`src/rtl/bitwise_logic_unit_pkg.sv`:
```
// Shared op codes, FSM state encoding and counter sizing for bitwise_logic_unit.
// Pure declarations: no latency, no flow control of its own.
package bitwise_logic_unit_pkg;

    localparam logic [1:0] LOGIC_AND = 2'b00;
    localparam logic [1:0] LOGIC_OR  = 2'b01;
    localparam logic [1:0] LOGIC_XOR = 2'b10;
    localparam logic [1:0] LOGIC_NOR = 2'b11;

    typedef enum logic [1:0] {
        IDLE = 2'd0,
        BUSY = 2'd1,
        DONE = 2'd2
    } blu_state_e;

    // Slice counter width; a single-slice unit still keeps a 1-bit counter.
    function automatic int cnt_width(input int n);
        return (n > 1) ? $clog2(n) : 1;
    endfunction

endpackage

```
`src/rtl/bitwise_logic_unit_if.sv`:
```
// Operand/result handshake bundle between the operand stage and the result mux.
// Optional zero flag present only with BITWISE_LOGIC_UNIT_ZERO_FLAG_EN.
interface bitwise_logic_unit_if #(
    parameter int WIDTH = 32
);
    logic             in_valid;
    logic             in_ready;
    logic [1:0]       op;
    logic [WIDTH-1:0] a;
    logic [WIDTH-1:0] b;
    logic             out_valid;
    logic             out_ready;
    logic [WIDTH-1:0] result;
`ifdef BITWISE_LOGIC_UNIT_ZERO_FLAG_EN
    logic             zero;

    modport master (
        output in_valid, op, a, b, out_ready,
        input  in_ready, out_valid, result, zero
    );
    modport slave (
        input  in_valid, op, a, b, out_ready,
        output in_ready, out_valid, result, zero
    );
`else
    modport master (
        output in_valid, op, a, b, out_ready,
        input  in_ready, out_valid, result
    );
    modport slave (
        input  in_valid, op, a, b, out_ready,
        output in_ready, out_valid, result
    );
`endif
endinterface

```
`src/rtl/bitwise_logic_unit_logic_slice.sv`:
```
// SLICE-bit combinational AND/OR/XOR/NOR unit built from gate primitives.
// Zero latency, no flow control; the op code selects one of four gate outputs.
module logic_slice
    import bitwise_logic_unit_pkg::*;
#(
    parameter int SLICE = 8
) (
    input  logic [1:0]       op,
    input  logic [SLICE-1:0] a,
    input  logic [SLICE-1:0] b,
    output logic [SLICE-1:0] y
);

    logic [SLICE-1:0] y_and;
    logic [SLICE-1:0] y_or;
    logic [SLICE-1:0] y_xor;
    logic [SLICE-1:0] y_nor;

    for (genvar i = 0; i < SLICE; i++) begin : g_bit
        and u_and (y_and[i], a[i], b[i]);
        or  u_or  (y_or[i],  a[i], b[i]);
        xor u_xor (y_xor[i], a[i], b[i]);
        nor u_nor (y_nor[i], a[i], b[i]);
    end

    always_comb begin
        y = y_nor;
        case (op)
            LOGIC_AND: y = y_and;
            LOGIC_OR:  y = y_or;
            LOGIC_XOR: y = y_xor;
            default:   y = y_nor;
        endcase
    end

endmodule

```
`src/rtl/bitwise_logic_unit.sv`:
```
// Slice-serial WIDTH-bit AND/OR/XOR/NOR: result valid WIDTH/SLICE edges after accept,
// held until out_ready; no accept while busy or holding. Zero flag: BITWISE_LOGIC_UNIT_ZERO_FLAG_EN.
module bitwise_logic_unit
    import bitwise_logic_unit_pkg::*;
#(
    parameter int WIDTH = 32,
    parameter int SLICE = 8
) (
    input  logic                clk,
    input  logic                reset_n,
    bitwise_logic_unit_if.slave bus
);

    localparam int N  = WIDTH / SLICE;
    localparam int CW = cnt_width(N);

    blu_state_e       state_q, state_d;
    logic [CW-1:0]    idx_q, idx_d;
    logic [1:0]       op_q, op_d;
    logic [WIDTH-1:0] a_q, a_d;
    logic [WIDTH-1:0] b_q, b_d;
    logic [WIDTH-1:0] result_q, result_d;
    logic             in_ready_q, in_ready_d;
    logic             out_valid_q, out_valid_d;

    logic [SLICE-1:0] a_sl;
    logic [SLICE-1:0] b_sl;
    logic [SLICE-1:0] y_sl;
    logic             last_slice;

    // Counter-driven slice mux feeding the single shared logic slice.
    always_comb begin
        a_sl = '0;
        b_sl = '0;
        for (int s = 0; s < N; s++) begin
            if (idx_q == CW'(s)) begin
                a_sl = a_q[s*SLICE +: SLICE];
                b_sl = b_q[s*SLICE +: SLICE];
            end
        end
    end

    logic_slice #(.SLICE(SLICE)) u_slice (
        .op (op_q),
        .a  (a_sl),
        .b  (b_sl),
        .y  (y_sl)
    );

    assign last_slice = (idx_q == CW'(N - 1));

    always_comb begin
        state_d  = state_q;
        idx_d    = idx_q;
        op_d     = op_q;
        a_d      = a_q;
        b_d      = b_q;
        result_d = result_q;
        case (state_q)
            IDLE: begin
                if (bus.in_valid) begin
                    op_d    = bus.op;
                    a_d     = bus.a;
                    b_d     = bus.b;
                    idx_d   = '0;
                    state_d = BUSY;
                end
            end
            BUSY: begin
                for (int s = 0; s < N; s++) begin
                    if (idx_q == CW'(s)) begin
                        result_d[s*SLICE +: SLICE] = y_sl;
                    end
                end
                idx_d = idx_q + CW'(1);
                if (last_slice) begin
                    idx_d   = '0;
                    state_d = DONE;
                end
            end
            DONE: begin
                if (bus.out_ready) begin
                    state_d = IDLE;
                end
            end
            default: state_d = IDLE;
        endcase
        // Handshake outputs are flopped from the next state so nothing is combinational to ports.
        in_ready_d  = (state_d == IDLE);
        out_valid_d = (state_d == DONE);
    end

    always_ff @(posedge clk or negedge reset_n) begin
        if (!reset_n) begin
            state_q     <= IDLE;
            idx_q       <= '0;
            op_q        <= '0;
            a_q         <= '0;
            b_q         <= '0;
            result_q    <= '0;
            in_ready_q  <= 1'b1;
            out_valid_q <= 1'b0;
        end else begin
            state_q     <= state_d;
            idx_q       <= idx_d;
            op_q        <= op_d;
            a_q         <= a_d;
            b_q         <= b_d;
            result_q    <= result_d;
            in_ready_q  <= in_ready_d;
            out_valid_q <= out_valid_d;
        end
    end

    assign bus.in_ready  = in_ready_q;
    assign bus.out_valid = out_valid_q;
    assign bus.result    = result_q;

`ifdef BITWISE_LOGIC_UNIT_ZERO_FLAG_EN
    logic acc_q, acc_d;
    logic zero_q, zero_d;

    // Running OR of written slices; the flag lands on the same edge as out_valid.
    always_comb begin
        acc_d  = acc_q;
        zero_d = zero_q;
        if (state_q == IDLE && bus.in_valid) begin
            acc_d = 1'b0;
        end else if (state_q == BUSY) begin
            acc_d = acc_q | (|y_sl);
            if (last_slice) begin
                zero_d = ~(acc_q | (|y_sl));
            end
        end
    end

    always_ff @(posedge clk or negedge reset_n) begin
        if (!reset_n) begin
            acc_q  <= 1'b0;
            zero_q <= 1'b1;
        end else begin
            acc_q  <= acc_d;
            zero_q <= zero_d;
        end
    end

    assign bus.zero = zero_q;
`endif

endmodule

```
`src/flat_wrapper.sv`:
```
// flat-port wrapper written by rule: the top's interface ports become plain ports
module bitwise_logic_unit_flat import bitwise_logic_unit_pkg::*;
#(
    parameter int WIDTH = 32,
    parameter int SLICE = 8
)
  (clk, reset_n, bus_in_valid, bus_op, bus_a, bus_b, bus_out_ready, bus_in_ready, bus_out_valid, bus_result);
  bitwise_logic_unit_if #(.WIDTH(WIDTH)) bus_i ();
  input  logic clk;
  input  logic reset_n;
  input wire logic [$bits(bus_i.in_valid)-1:0] bus_in_valid;
  input wire logic [$bits(bus_i.op)-1:0] bus_op;
  input wire logic [$bits(bus_i.a)-1:0] bus_a;
  input wire logic [$bits(bus_i.b)-1:0] bus_b;
  input wire logic [$bits(bus_i.out_ready)-1:0] bus_out_ready;
  output wire logic [$bits(bus_i.in_ready)-1:0] bus_in_ready;
  output wire logic [$bits(bus_i.out_valid)-1:0] bus_out_valid;
  output wire logic [$bits(bus_i.result)-1:0] bus_result;
  assign bus_i.in_valid = bus_in_valid;
  assign bus_i.op = bus_op;
  assign bus_i.a = bus_a;
  assign bus_i.b = bus_b;
  assign bus_i.out_ready = bus_out_ready;
  assign bus_in_ready = bus_i.in_ready;
  assign bus_out_valid = bus_i.out_valid;
  assign bus_result = bus_i.result;
  bitwise_logic_unit #(.WIDTH(WIDTH), .SLICE(SLICE)) u_core (.clk(clk), .reset_n(reset_n), .bus(bus_i));
endmodule
```
`config.mk`:
```
export PLATFORM = sky130hd
export DESIGN_NAME = bitwise_logic_unit_flat
export DESIGN_NICKNAME = d
export VERILOG_FILES = /design/src/rtl/bitwise_logic_unit_pkg.sv /design/src/rtl/bitwise_logic_unit_if.sv /design/src/rtl/bitwise_logic_unit_logic_slice.sv /design/src/rtl/bitwise_logic_unit.sv /design/src/flat_wrapper.sv
export SDC_FILE = /design/constraint.sdc
export NUM_CORES = 1
export LEC_CHECK = 0
export ABC_AREA = 1
export ABC_CLOCK_PERIOD_IN_PS = 2700
export CAP_MARGIN = 0
export CELL_PAD_IN_SITES_DETAIL_PLACEMENT = 1
export CELL_PAD_IN_SITES_GLOBAL_PLACEMENT = 2
export CORE_MARGIN = 4
export CORE_UTILIZATION = 30
export CTS_CLUSTER_SIZE = 28
export DETAILED_ROUTE_END_ITERATION = 8
export PLACE_DENSITY = 0.9
export SYNTH_ARGS = -nofsm -noshare
export SYNTH_HDL_FRONTEND = slang
export SYNTH_SLANG_ARGS = --single-unit
```
`constraint.sdc`:
```
create_clock -name clk -period 2.7 [get_ports clk]
set_clock_uncertainty 0.15 [all_clocks]
set_input_delay 0.675 -clock clk [delete_from_list [all_inputs] [get_ports clk]]
set_output_delay 0.675 -clock clk [all_outputs]
set_load 0.005 [all_outputs]
```
==> results by stage <==
Clock network:
- For this design, the CTS-stage hold fixing added 0 buffers.
- After clock tree synthesis, the clock-pin slew on the worst setup and hold paths is 0.07 ns.
- In this run, CTS created clock tree buffers numbering 9.
- Clock latency on the worst-skew pair, taken at its later pin, is 0.36 ns.
- The level count of the clock H-tree is 3.
- The buffer depth of the longest clock path is 2.
- The number of clock sinks is 104.
- CTS placed an instance of sky130_fd_sc_hd__clkbuf_16 at the clock tree root.
- The clock tree from TritonCTS is done.

Final layout:
- The final standard cell utilization of the core is 40.0%.
- The layout has 2068 filler cells.
- The finished layout holds 1004 standard cells, fillers aside.
- 0 antenna diodes ended up in the layout.
- The layout overhead on the synthesized area is 31.7%.
- For this run, the post-layout net count is 864.
- The fraction of final layout cells with drive strength greater than 1 is 8.22%.

STA:
- The clock period minus final worst setup slack is 2.54 ns.
- The count of pins over their slew limit came to 0.
- The worst slew slack as a fraction of its limit is 61.0%.
- In the finished design, the share of the clock period the worst path needs comes to 94.0%.
- Setup repair after global routing left no endpoint under its margin.
- The total setup violations reported at the end of the flow is 0.
- Across all setup checks in the final design, the least slack found is 0.163 ns.
- The final count of hold timing violations is 0.
- The transition time at the pin with the least slew margin is 0.585 ns.
- The final worst hold slack is 0.0958 ns.
- Based on the critical path, the design can be clocked at up to 394 MHz.

Logic synthesis:
- The combined area of all synthesized cells is 5240 um2.
- The net count after synthesis is 764.
- After synthesis, flip-flops and latches occupy 49.7% of the total area.
- Yosys printed 0 warnings.
- The average cell area after synthesis is 7.77 um2.
- In the post-synthesis netlist, the biggest area contributors are sky130_fd_sc_hd__dfrtp_1 (49%), sky130_fd_sc_hd__nand2_1 (20%), sky130_fd_sc_hd__nand3_1 (10%).
- The largest total area in the synthesized netlist belongs to sky130_fd_sc_hd__dfrtp_1.
- The number of unique standard cell types used by synthesis is 21.
- After synthesis the netlist holds a flip-flop and latch count of 104.
- The count of mapped cells out of synthesis is 674.
- Summed over its instances, the top area cell type makes up 49.2% of the synthesized netlist area.

Worst setup path:
- The critical path launch point type is a register.
- Of all nets on the critical path, the largest fanout is 13.
- The critical path endpoint category is a register.
- The critical path in this run is classified as reg2reg.
- At the worst endpoint, the required time is 2.79 ns.
- The critical path data arrival time is 2.63 ns.

Power and ir drop:
- The total chip power is 0.00858 W.
- Dividing total power by cell area gives a power density of 1240 nW/um2.
- VDD sags by at most 485 uV.
- Combinational cells account for 52.3% of the total power.
- The share of total power in the clock network is 14.6%.
- The net switching fraction of the power is 45.1%.
- For this design the total switching power over the nets is 0.00387 W.
- Internal power comes to 0.00471 W.
- The register share of total power is 33.0%.
- The analysis attributes to cell leakage a power of 3.52 nW.

Worst hold path:
- The path category of the worst min-delay check is in2async.

Route:
- Before antenna repair, the detailed router went through 4 iterations.
- In this run, the number of DRC markers left after iteration 0 of detailed routing was 242.
- After detailed routing, the average wire length per cell comes to 16.4 um.
- The routed layout has 4794 vias.
- The via density per instance is 4.77.
- Wires add up to 16400 um.
- After detailed routing, the number of remaining DRC violations is 0.
- The remaining number of nets flagged by the antenna check after routing is 0.

Die:
- The width of the die is 140 um.
- The die area is 19600 um2.
- Once the floorplan was initialized, standard cells occupied 30.4% of the core.
- The core region is 17200 um2.
- The floorplan has 48 rows.
- For this design the top-level I/O count stands at 104.
- From bottom edge to top edge, the die measures 140 um.

Placement:
- Buffers placed on the I/O ports in this run total 103.
- After detailed placement, the design holds a cell count of 984.
- At the placement stage, the worst setup path has a slack of -0.0531 ns.
- Once detailed placement completed, the half-perimeter wirelength came to 12600 um.
- The routability-driven placement congestion ratio is 0.871.

GRT:
- Global routing used 17.1% of the available tracks across all layers.
- The maximum number of pins on one net before global-route repair is 59.
- The first global-routing pass estimated 27000 um of wire.
- The number of antenna violations at the first check in global routing is 0.
- After global routing the overflow that remains totals 0.
- The number of global-route vias before repair is 5236.

Job:
- The reported max-cap violation count is 0.

Status:
- The run finished with clean final reports.
[registers in the layout, summed over array words and instances, names as in the netlist]
name / cells
u_core.op_q: 2
u_core.b_q: 32
u_core.idx_q: 2
u_core.state_q: 2
u_core.bus.result: 32
u_core.bus.in_ready: 1
u_core.a_q: 32
u_core.bus.out_valid: 1
[critical path, cell delays in order (launching register included)]
cell and delay (ns):
sky130_fd_sc_hd__dfrtp_1 0.41, sky130_fd_sc_hd__inv_1 0.13, sky130_fd_sc_hd__ha_1 0.18, sky130_fd_sc_hd__inv_2 0.08, sky130_fd_sc_hd__nor2_4 0.13, sky130_fd_sc_hd__buf_12 0.15, sky130_fd_sc_hd__buf_4 0.12, sky130_fd_sc_hd__nand2_1 0.04
sky130_fd_sc_hd__nand2_1 0.05, sky130_fd_sc_hd__nand2_1 0.06, sky130_fd_sc_hd__nand2_1 0.06, sky130_fd_sc_hd__nand2_1 0.05, sky130_fd_sc_hd__ha_1 0.28, sky130_fd_sc_hd__nand3_1 0.08, sky130_fd_sc_hd__nand3_1 0.18, sky130_fd_sc_hd__nand3_1 0.18
sky130_fd_sc_hd__nand2_1 0.08
[path summary, 6_finish.rpt]
kind | slack, ns | endpoint | from | depth (start not counted)
setup / recovery | 0.16 | u_core.bus.result[15] | u_core.idx_q[0] | 16
hold / removal | 0.1 | u_core.op_q[0] | reset_n | 1
setup reg to reg | 0.16 | u_core.bus.result[15] | u_core.idx_q[0] | 16
hold reg to reg | 0.33 | u_core.bus.result[23] | u_core.bus.result[23] | 2
max in group asynchronous | 1.61 | u_core.bus.in_ready | reset_n | 2
min in group clk | 0.33 | u_core.bus.result[23] | u_core.bus.result[23] | 2
[cell type report]
type / instances / area [um2] / area share (%)
repair buffers: 120 / 1200 / 17.4
well taps: 225 / 282 / 4.08
multi-input cells: 493 / 2350 / 34.1
inverters: 46 / 175 / 2.54
flip-flops and latches: 104 / 2600 / 37.7
clock inverters: 4 / 28.8 / 0.417
clock buffers: 12 / 256 / 3.72
[what timing repair did]
item,CTS,global route
endpoints found under the setup margin,10,17
pin swaps,1,4
buffers inserted,4,0
cloned,0,0
gates resized for setup,1,14
endpoints found under the hold margin,0,0
[per-stage QoR]
step	setup TNS, ns	instance area, um2
floorplan	0	5240
global placement	0	6520
detailed placement	-0.0890	6520
CTS	0	6850
global route	0	6900
finish	0	6900
[synth_stat cells]
master and instances:
sky130_fd_sc_hd__a21oi_1 42, sky130_fd_sc_hd__buf_1 4, sky130_fd_sc_hd__buf_2 17, sky130_fd_sc_hd__buf_4 3, sky130_fd_sc_hd__buf_6 2, sky130_fd_sc_hd__clkbuf_1 5, sky130_fd_sc_hd__dfrtp_1 103, sky130_fd_sc_hd__dfstp_2 1
sky130_fd_sc_hd__ha_1 20, sky130_fd_sc_hd__inv_1 38, sky130_fd_sc_hd__inv_2 7, sky130_fd_sc_hd__inv_4 1, sky130_fd_sc_hd__nand2_1 286, sky130_fd_sc_hd__nand2_2 2, sky130_fd_sc_hd__nand3_1 105, sky130_fd_sc_hd__nor2_1 20
sky130_fd_sc_hd__nor2_2 2, sky130_fd_sc_hd__nor2_4 2, sky130_fd_sc_hd__nor2_8 3, sky130_fd_sc_hd__o21ai_0 8, sky130_fd_sc_hd__o21ai_1 3
[power by group through the flow]
stage,combinational (W),sequential [W],clock (W)
after CTS,0.00447,0.00284,0.00129
after floorplan,0.00279,0.00266,0
after global routing,0.00512,0.00291,0.00136
after detailed placement,0.00434,0.00285,0
final,0.00449,0.00283,0.00125
after global placement,0.00415,0.00284,0
[cells in the final DEF, fill, tap and decap left out, types with 4 or more instances in the layout]
master	netlist	layout
sky130_fd_sc_hd__a21oi_1	42	42
sky130_fd_sc_hd__buf_4	3	14
sky130_fd_sc_hd__o21ai_0	8	4
sky130_fd_sc_hd__inv_2	7	8
sky130_fd_sc_hd__nand3_2	0	9
sky130_fd_sc_hd__dfrtp_1	103	103
sky130_fd_sc_hd__nand3_1	105	96
sky130_fd_sc_hd__o21ai_1	3	7
sky130_fd_sc_hd__ha_1	20	19
sky130_fd_sc_hd__nor2_1	20	20
sky130_fd_sc_hd__inv_1	38	37
sky130_fd_sc_hd__clkbuf_16	0	9
sky130_fd_sc_hd__nand2_1	286	285
sky130_fd_sc_hd__buf_12	0	4
sky130_fd_sc_hd__clkdlybuf4s50_1	0	101
[metal layers]
| metal | vias up | part of all wire [%] | track usage, % |
|---|---|---|---|
| met5 | - | 0 | 0 |
| li1 | 2331 | - | - |
| met1 | 2339 | 44 | 22.1 |
| met4 | 0 | 2.2 | 5.92 |
| met3 | 17 | 4.2 | 3.31 |
| met2 | 107 | 49 | 28.7 |
[cells by family (layout without fill, tap and decap cells)]
logic type | Yosys count | count (layout) | share of synthesized area (%)
and+or+nand+nor | 420 | 420 | 34.0
DFF | 104 | 104 | 49.7
buffers and inverters | 77 | 182 | 6.47
AOI/OAI and AO/OA | 53 | 53 | 5.06
adders and majority gates | 20 | 20 | 4.78
No activity file was read; power rests on OpenSTA's default activity.
